==> src/rtl/hex_keypad_pkg.sv <==
`default_nettype none
// ============================================================================
//  Module      : hex_keypad_pkg
//  Description : Shared types and constants for the 4x4 hex keypad scanner:
//                debounce state encoding, per-scan result encoding, the
//                {row,col} -> hex key map and default timing values.
//  Optional    : KEYPAD_AUTOREPEAT_EN (consumed by keypad_debounce)
//  Revision    : 1.0 - initial release
// ============================================================================
package hex_keypad_pkg;

    // Debounce FSM states (explicit 2-bit encoding).
    typedef enum logic [1:0] {
        DB_IDLE        = 2'd0,
        DB_PRESS_CHK   = 2'd1,
        DB_HELD        = 2'd2,
        DB_RELEASE_CHK = 2'd3
    } db_state_e;

    // Classification of one complete scan of the matrix.
    typedef enum logic [1:0] {
        SCAN_NONE   = 2'd0,
        SCAN_SINGLE = 2'd1,
        SCAN_MULTI  = 2'd2
    } scan_res_e;

    // Nibble i holds the legend of the key at index i = {row[1:0], col[1:0]}.
    //   r0: 1 2 3 A   r1: 4 5 6 B   r2: 7 8 9 C   r3: 0 F E D
    localparam logic [63:0] KEY_MAP = 64'hDEF0_C987_B654_A321;

    localparam int DEF_SETTLE_CYCLES  = 256;
    localparam int DEF_DEBOUNCE_SCANS = 4;
    localparam int DEF_REPEAT_DELAY   = 64;
    localparam int DEF_REPEAT_PERIOD  = 16;

    function automatic logic [3:0] key_lookup(input logic [3:0] idx);
        return KEY_MAP[{idx, 2'b00} +: 4];
    endfunction

endpackage
`default_nettype wire

==> src/rtl/keypad_debounce.sv <==
`default_nettype none
// ============================================================================
//  Module      : keypad_debounce
//  Description : Per-scan debounce FSM. Accepts a press after DEBOUNCE_SCANS
//                identical single-key scans, a release after DEBOUNCE_SCANS
//                non-matching scans, and supports rollover to a new key.
//  Optional    : KEYPAD_AUTOREPEAT_EN - re-pulse key_valid_o while held,
//                first after REPEAT_DELAY scans then every REPEAT_PERIOD.
//  Ports       : clk, rst_n      clock / async active-low reset
//                strobe_i        one-cycle pulse: res_i/key_i are valid
//                res_i [1:0]     scan_res_e of the completed scan
//                key_i [3:0]     hex code when res_i == SCAN_SINGLE
//                key_valid_o     one-cycle pulse per accepted key event
//                key_code_o[3:0] code of the last accepted key
//                key_held_o      a debounced key is down
//  Revision    : 1.0 - initial release
// ============================================================================
module keypad_debounce
    import hex_keypad_pkg::*;
#(
    parameter int DEBOUNCE_SCANS = DEF_DEBOUNCE_SCANS,
    parameter int REPEAT_DELAY   = DEF_REPEAT_DELAY,
    parameter int REPEAT_PERIOD  = DEF_REPEAT_PERIOD
) (
    input  logic       clk,
    input  logic       rst_n,
    input  logic       strobe_i,
    input  logic [1:0] res_i,
    input  logic [3:0] key_i,
    output logic       key_valid_o,
    output logic [3:0] key_code_o,
    output logic       key_held_o
);

    localparam int            CW     = $clog2(DEBOUNCE_SCANS + 1);
    localparam logic [CW-1:0] C_DMAX = CW'(DEBOUNCE_SCANS);
    localparam logic [CW-1:0] C_ONE  = CW'(1);

    db_state_e     state_q, state_d;
    logic [CW-1:0] cnt_q, cnt_d;
    logic [3:0]    cand_q, cand_d;
    logic [3:0]    code_q, code_d;
    logic          valid_q, held_q;
    logic          w_single, w_same, w_accept, w_stay_held, w_rpt_fire;
    logic [CW-1:0] w_cnt_inc;

    assign w_single  = (res_i == SCAN_SINGLE);
    assign w_same    = w_single && (key_i == cand_q);
    // Counter saturates so it can never wrap back below the threshold.
    assign w_cnt_inc = (cnt_q == C_DMAX) ? cnt_q : cnt_q + C_ONE;

    always_comb begin
        state_d     = state_q;
        cnt_d       = cnt_q;
        cand_d      = cand_q;
        w_accept    = 1'b0;
        w_stay_held = 1'b0;
        if (strobe_i) begin
            case (state_q)
                DB_IDLE: begin
                    if (w_single) begin
                        state_d = DB_PRESS_CHK;
                        cand_d  = key_i;
                        cnt_d   = C_ONE;
                    end
                end
                DB_PRESS_CHK: begin
                    if (w_same) begin
                        cnt_d = w_cnt_inc;
                        if (w_cnt_inc == C_DMAX) begin
                            state_d  = DB_HELD;
                            w_accept = 1'b1;
                        end
                    end else if (w_single) begin
                        cand_d = key_i;
                        cnt_d  = C_ONE;
                    end else begin
                        state_d = DB_IDLE;
                    end
                end
                DB_HELD: begin
                    if (w_same) begin
                        w_stay_held = 1'b1;
                    end else begin
                        state_d = DB_RELEASE_CHK;
                        cnt_d   = C_ONE;
                    end
                end
                DB_RELEASE_CHK: begin
                    if (w_same) begin
                        state_d = DB_HELD;
                    end else if (w_single) begin
                        // Rollover: a new key starts its own confirmation.
                        state_d = DB_PRESS_CHK;
                        cand_d  = key_i;
                        cnt_d   = C_ONE;
                    end else begin
                        cnt_d = w_cnt_inc;
                        if (w_cnt_inc == C_DMAX) begin
                            state_d = DB_IDLE;
                        end
                    end
                end
                default: state_d = DB_IDLE;
            endcase
        end
    end

    assign code_d = w_accept ? cand_q : code_q;

`ifdef KEYPAD_AUTOREPEAT_EN
    localparam int RMAX = (REPEAT_DELAY > REPEAT_PERIOD) ? REPEAT_DELAY : REPEAT_PERIOD;
    localparam int RW   = $clog2(RMAX + 1);

    logic [RW-1:0] rpt_q;
    logic          rpt_first_q;   // first repeat already issued
    logic [RW-1:0] w_rpt_next, w_rpt_tgt;

    assign w_rpt_next = rpt_q + RW'(1);
    assign w_rpt_tgt  = rpt_first_q ? RW'(REPEAT_PERIOD) : RW'(REPEAT_DELAY);
    assign w_rpt_fire = w_stay_held && (w_rpt_next == w_rpt_tgt);

    // Counter only advances on held scans, so RELEASE_CHK freezes it and a
    // return to HELD resumes; IDLE / PRESS_CHK wipe it for the next press.
    always_ff @(posedge clk or negedge rst_n) begin
        if (!rst_n) begin
            rpt_q       <= '0;
            rpt_first_q <= 1'b0;
        end else if ((state_d == DB_IDLE) || (state_d == DB_PRESS_CHK)) begin
            rpt_q       <= '0;
            rpt_first_q <= 1'b0;
        end else if (w_rpt_fire) begin
            rpt_q       <= '0;
            rpt_first_q <= 1'b1;
        end else if (w_stay_held) begin
            rpt_q       <= w_rpt_next;
        end
    end
`else
    logic w_unused_rpt;
    assign w_rpt_fire   = 1'b0;
    assign w_unused_rpt = w_stay_held ^ (REPEAT_DELAY > 0) ^ (REPEAT_PERIOD > 0);
`endif

    always_ff @(posedge clk or negedge rst_n) begin
        if (!rst_n) begin
            state_q <= DB_IDLE;
            cnt_q   <= '0;
            cand_q  <= 4'd0;
            code_q  <= 4'd0;
            valid_q <= 1'b0;
            held_q  <= 1'b0;
        end else begin
            state_q <= state_d;
            cnt_q   <= cnt_d;
            cand_q  <= cand_d;
            code_q  <= code_d;
            valid_q <= w_accept | w_rpt_fire;
            held_q  <= (state_d == DB_HELD) || (state_d == DB_RELEASE_CHK);
        end
    end

    assign key_valid_o = valid_q;
    assign key_code_o  = code_q;
    assign key_held_o  = held_q;

endmodule
`default_nettype wire

==> src/rtl/hex_keypad_scanner.sv <==
`default_nettype none
// ============================================================================
//  Module      : hex_keypad_scanner
//  Description : 4x4 hex keypad scanner. Drives one column low at a time,
//                synchronizes the rows, builds a 16-bit hit map per scan,
//                classifies it and debounces it into key events which are
//                shifted into a 16-bit display value.
//  Optional    : KEYPAD_AUTOREPEAT_EN - auto-repeat of a held key.
//  Ports       : clk            system clock
//                rst_n          asynchronous active-low reset
//                row_n [3:0]    keypad rows, active-low, asynchronous
//                col_n [3:0]    column drive, active-low, one-hot-zero
//                clr            synchronous clear of val
//                key_valid      one-cycle pulse per accepted key event
//                key_code [3:0] last accepted key, held between events
//                key_held       debounced key is down
//                val [15:0]     digit shift register, newest in [3:0]
//  Revision    : 1.0 - initial release
// ============================================================================
module hex_keypad_scanner
    import hex_keypad_pkg::*;
#(
    parameter int SETTLE_CYCLES  = DEF_SETTLE_CYCLES,
    parameter int DEBOUNCE_SCANS = DEF_DEBOUNCE_SCANS,
    parameter int REPEAT_DELAY   = DEF_REPEAT_DELAY,
    parameter int REPEAT_PERIOD  = DEF_REPEAT_PERIOD
) (
    input  logic        clk,
    input  logic        rst_n,
    input  logic [3:0]  row_n,
    output logic [3:0]  col_n,
    input  logic        clr,
    output logic        key_valid,
    output logic [3:0]  key_code,
    output logic        key_held,
    output logic [15:0] val
);

    localparam int            SW          = $clog2(SETTLE_CYCLES);
    localparam logic [SW-1:0] C_SETTLE_LAST = SW'(SETTLE_CYCLES - 1);

    logic [3:0]    row_s1_q, row_s2_q;
    logic [SW-1:0] settle_q;
    logic [1:0]    col_idx_q;
    logic [3:0]    col_n_q;
    logic [15:0]   hit_q;         // active-high, bit index {row, col}
    logic          strobe_q;      // high in the evaluation cycle
    logic [15:0]   val_q;
    logic          w_capture;
    logic [1:0]    w_hits;        // saturating hit count: 0, 1, 2+
    logic [3:0]    w_idx;
    logic [1:0]    w_res;
    logic          w_key_valid;
    logic [3:0]    w_key_code;

    assign w_capture = (settle_q == C_SETTLE_LAST);

    always_ff @(posedge clk or negedge rst_n) begin
        if (!rst_n) begin
            row_s1_q  <= 4'hF;
            row_s2_q  <= 4'hF;
            settle_q  <= '0;
            col_idx_q <= 2'd0;
            col_n_q   <= 4'b1110;
            hit_q     <= 16'h0000;
            strobe_q  <= 1'b0;
        end else begin
            row_s1_q <= row_n;
            row_s2_q <= row_s1_q;
            strobe_q <= w_capture && (col_idx_q == 2'd3);
            if (w_capture) begin
                settle_q  <= '0;
                col_idx_q <= col_idx_q + 2'd1;
                col_n_q   <= {col_n_q[2:0], col_n_q[3]};
                for (int r = 0; r < 4; r++) begin
                    hit_q[{2'(r), col_idx_q}] <= ~row_s2_q[r];
                end
            end else begin
                settle_q <= settle_q + SW'(1);
            end
        end
    end

    // Every slice is rewritten each scan, so in the evaluation cycle the
    // map holds exactly the scan just completed.
    always_comb begin
        w_hits = 2'd0;
        w_idx  = 4'd0;
        for (int i = 0; i < 16; i++) begin
            if (hit_q[i]) begin
                if (w_hits != 2'd2) begin
                    w_hits = w_hits + 2'd1;
                end
                w_idx = 4'(i);
            end
        end
        case (w_hits)
            2'd0:    w_res = SCAN_NONE;
            2'd1:    w_res = SCAN_SINGLE;
            default: w_res = SCAN_MULTI;
        endcase
    end

    keypad_debounce #(
        .DEBOUNCE_SCANS (DEBOUNCE_SCANS),
        .REPEAT_DELAY   (REPEAT_DELAY),
        .REPEAT_PERIOD  (REPEAT_PERIOD)
    ) u_debounce (
        .clk         (clk),
        .rst_n       (rst_n),
        .strobe_i    (strobe_q),
        .res_i       (w_res),
        .key_i       (key_lookup(w_idx)),
        .key_valid_o (w_key_valid),
        .key_code_o  (w_key_code),
        .key_held_o  (key_held)
    );

    // clr overrides the shift; the event itself is still reported.
    always_ff @(posedge clk or negedge rst_n) begin
        if (!rst_n) begin
            val_q <= 16'h0000;
        end else if (clr) begin
            val_q <= 16'h0000;
        end else if (w_key_valid) begin
            val_q <= {val_q[11:0], w_key_code};
        end
    end

    assign col_n     = col_n_q;
    assign key_valid = w_key_valid;
    assign key_code  = w_key_code;
    assign val       = val_q;

endmodule
`default_nettype wire

==> config.mk <==
export PLATFORM = sky130hd
export DESIGN_NAME = hex_keypad_scanner
export DESIGN_NICKNAME = d
export VERILOG_FILES = /design/src/rtl/hex_keypad_pkg.sv /design/src/rtl/keypad_debounce.sv /design/src/rtl/hex_keypad_scanner.sv
export SDC_FILE = /design/constraint.sdc
export NUM_CORES = 1
export LEC_CHECK = 0
export CAP_MARGIN = 10
export CELL_PAD_IN_SITES_DETAIL_PLACEMENT = 1
export CELL_PAD_IN_SITES_GLOBAL_PLACEMENT = 2
export CORE_UTILIZATION = 38
export CTS_CLUSTER_DIAMETER = 40
export DETAILED_ROUTE_END_ITERATION = 10
export PLACE_DENSITY_LB_ADDON = 0.1
export SLEW_MARGIN = 40
export SYNTH_ARGS = -nofsm -noshare
export SYNTH_HDL_FRONTEND = slang
export SYNTH_HIERARCHICAL = 1
export SYNTH_SLANG_ARGS = --single-unit
export TNS_END_PERCENT = 5
==> constraint.sdc <==
create_clock -name clk -period 7.35 [get_ports clk]
set_clock_uncertainty 0.15 [all_clocks]
set_input_delay 1.47 -clock clk [delete_from_list [all_inputs] [get_ports clk]]
set_output_delay 1.47 -clock clk [all_outputs]
set_load 0.01 [all_outputs]
==> summary.txt <==
Timing
  • Total setup violations reported at the end of the flow: 0
  • Slew of the pin with the lowest slew margin: ~0.80 ns
  • Maximum clock frequency: about 140 MHz
  • Final critical delay including setup and external delays: approximately 7 ns
  • Count of endpoints failing hold in the final timing report: 0
  • Final-report max-slew violation count: 0
  • Aggregate negative setup slack: 0 ns
  • Relative max-transition margin: between 40% and 50%
  • Tightest hold margin: 0.202 ns
  • Tcrit/Tclk final: 95.4%
  • Minimum setup slack in the final design: ~0.34 ns

Yosys
  • Share of the synthesized area in the top cell type: between 20% and 30%
  • Synth unique cells: 86
  • Cell types occupying the most area after synthesis: dfrtp_1, dfstp_2, mux2i_1, nand2_1, nor2_1
  • Top FF cell, synth: dfrtp_1
  • Mapped Cells: ~560
  • Basic-gate share of the synthesized area counting and, or, nand and nor cells: 20.2%
  • Post-synthesis mux area share: under 10%
  • Dominant combinational cell family by area after synthesis: compound AO/OA/AOI/OAI gates
  • Warning count from the yosys run: 6
  • Count of state elements after synthesis: 70
  • Post-Synthesis Mean Instance Area: a little under 9 µm²
  • Async set-or-reset flop fraction in the synthesized netlist: 100%
  • Nets in the synthesized netlist: 578
  • Share of the synthesized area in compound gates (AO/OA/AOI/OAI): between 20% and 30%
  • Number of flops mapped to enable cells by yosys: 0
  • Xor/xnor cell area share of the yosys netlist: under 10%
  • Largest area contributor in the synthesized netlist: dfrtp_1
  • Synthesized-area fraction occupied by adder cells: under 10%
  • Sequential fraction of the synthesis area: 35.5%
  • Summed instance area of the synthesized netlist: ~5000 µm²

Finish
  • Cell Count, Final, Fillers Out: 766
  • Most frequent cells in the layout: dfrtp_1, nor2_1, nand2_1
  • Nets: between 600 and 700
  • Final design instance area without fill: 5990 µm²
  • Final core utilization: between 40% and 50%
  • Share of post-route cells with drive strength above 1: a little under a fifth
  • Number of diodes added for antenna fixing: 0
  • Most common library cell in the layout ignoring fill and taps: dfrtp_1
  • Area added between synthesis and finish: 20.5%

Outcome
  • Result of the run: finished, final reports clean

Floorplan
  • Chip Width: 116 µm
  • I/O pin total: 33
  • Die Footprint: roughly 14000 µm²
  • Initial core utilization: 39.3%
  • Core Area: between 10000 and 15000 µm²
  • Cell row count: 41
  • Vert. Die Dim: around 120 µm

Clock tree
  • Clk root buf: clkbuf_16
  • Clock tree from TritonCTS: built
  • CTS sink cnt: 70
  • Total number of H-tree levels: 3
  • Clock insertion delay at the later pin of the skew report: 0.33 ns
  • Clock transition at the register clock pins on the worst setup and hold paths after CTS: ~0.06 ns
  • Hold-fix buffers, CTS: 0
  • Inserted Clock Buffers: 9
  • Clock Tree Buf Depth: 2

Worst setup path
  • Setup crit start kind: flip-flop
  • Worst setup path class: flip-flop to flip-flop
  • Arrival time at the worst endpoint: roughly 7.1 ns
  • Required time worst endpoint: ~7.4 ns
  • CP endpoint kind: flip-flop
  • Biggest fanout along the worst timing path: 7
  • Highest-delay cell along the critical path: a211oi_1
  • Crit-path max cell delay: roughly 0.51 ns

Detailed routing
  • First DRT Iteration DRCs: 253
  • DRC violations left: 0
  • Total routed wirelength: 13.4 mm
  • Ratio of routed vias to standard cells: roughly 5.7
  • Total vias in the final route: between 4k and 5k
  • First-pass DRT Iterations: 4
  • Remaining antenna violation count after routing: 0
  • Final routed wire length divided by cell count: 17.5 µm

GRT
  • Antenna violations before repair: 0
  • Number of global-route vias before repair: roughly 4.4k
  • Wire length of the first global-routing pass: 22.1 mm
  • Largest net degree at the start of global routing: about 70
  • Congestion Overflow GR: 0
  • GRT Resource Usage Total: ~20%

Placed design
  • Post-Place Cell Area: about 5400 µm²
  • Number of instances in the placed design: about 740
  • Final weighted congestion in routability-driven placement: slightly below 0.9
  • Count of input and output buffers: 32
  • Worst setup slack after placement: -0.0185 ns
  • Sum of net half-perimeters after detailed placement: around 9.5 mm

Pwr
  • Power density relative to cell area: 134 nW/µm²
  • Total Power Consumption: 0.802 mW
  • Static power due to leakage: 2.45 nW
  • Peak supply drop: ~0.00015 V

Flow run
  • Max-cap violations: 0

Min path
  • Worst hold path type: flip-flop to flip-flop
[layout make-up]
cell class	count	area (µm²)
Fill cell	1467	6680
Timing Repair Buffer	50	458
Inverter	24	90.1
Clock buffer	10	229
Tap cell	172	215
Multi-Input combinational cell	434	3190
Sequential cell	70	1770
Clock inverter	6	47.5
[metal layers]
metal	wire [µm]	track usage (%)	vias up	share of wire (%)
met2	6650	35.1	79	50
met5	0	0	-	0
met1	6160	26.9	2180	46
met4	91	4.53	0	0.68
met3	501	4.26	8	3.7
li1	-	-	2132	-
[cell families after synthesis]
group / after synthesis
multiplexers: 34
XOR/XNOR: 19
buffers and inverters: 52
flip-flops: 70
AO/OA/AOI/OAI: 169
AND/OR/NAND/NOR: 197
adder cells (fa/ha/maj): 15
[cells in the mapped netlist (3+ instances only)]
library cell,number
a211o_1,9
a211oi_1,9
a211oi_2,5
a21o_1,4
a21oi_1,25
a31oi_1,8
a32o_1,3
and2_1,6
and3_1,6
buf_1,3
buf_4,3
clkbuf_1,20
dfrtp_1,59
dfstp_2,11
ha_1,15
inv_1,23
mux2_2,13
mux2i_1,21
nand2_1,55
nand2b_1,4
nand3_1,12
nand4_1,6
nor2_1,55
nor2b_1,4
nor3_1,14
nor3b_1,3
nor4_1,7
o211a_1,4
o211ai_1,5
o21a_1,6
o21ai_0,31
o221ai_1,5
o22a_1,4
o22ai_1,6
or2_1,3
or2_2,4
or3_1,4
xnor2_1,10
xor2_1,9
[power breakdown]
group / switching [mW] / internal, mW
clock: 0.169 / 0.231
combinational: 0.00891 / 0.00306
sequential: 0.00138 / 0.390
total: 0.179 / 0.623
[critical path, delay by kind of cell (launching register included)]
kind            cells  cell delay, ns
mux                 1            0.37
compound gates     10            2.62
fa+ha+maj           2            0.62
xor+xnor            1            0.19
flops               1            0.41
buf+inv             3            0.37
simple gates        9            2.12
[state kept, by name, indices dropped and copies added (netlist names)]
register,flops
u_debounce/key_held_o,1
col_n,4
val,16
u_debounce/key_code_o,4
u_debounce/state_q,2
row_s2_q,4
strobe_q,1
u_debounce/cnt_q,3
settle_q,8
hit_q,16
col_idx_q,2
u_debounce/cand_q,4
row_s1_q,4
u_debounce/key_valid_o,1
[what timing repair did]
action	4_1_cts	5_1_grt
buffers inserted	0	13
resized for setup	1	35
endpoints found under the setup margin	5	14
gates cloned	0	1
pin swaps	0	16
[path summary, 6_finish.rpt]
check                            startpoint                  endpoint  slack [ns]  depth (start not counted)
max in group asynchronous             rst_n    u_debounce/key_valid_o        5.48                          2
worst max-delay path               hit_q[1]  u_debounce/key_code_o[2]        0.34                         26
worst min register to register  row_s1_q[3]               row_s2_q[3]        0.20                          0
min in group asynchronous             rst_n                  col_n[0]        1.07                          2
worst max register to register     hit_q[1]  u_debounce/key_code_o[2]        0.34                         26
worst min-delay path            row_s1_q[3]               row_s2_q[3]        0.20                          0
No activity file was read; power rests on OpenSTA's default activity.
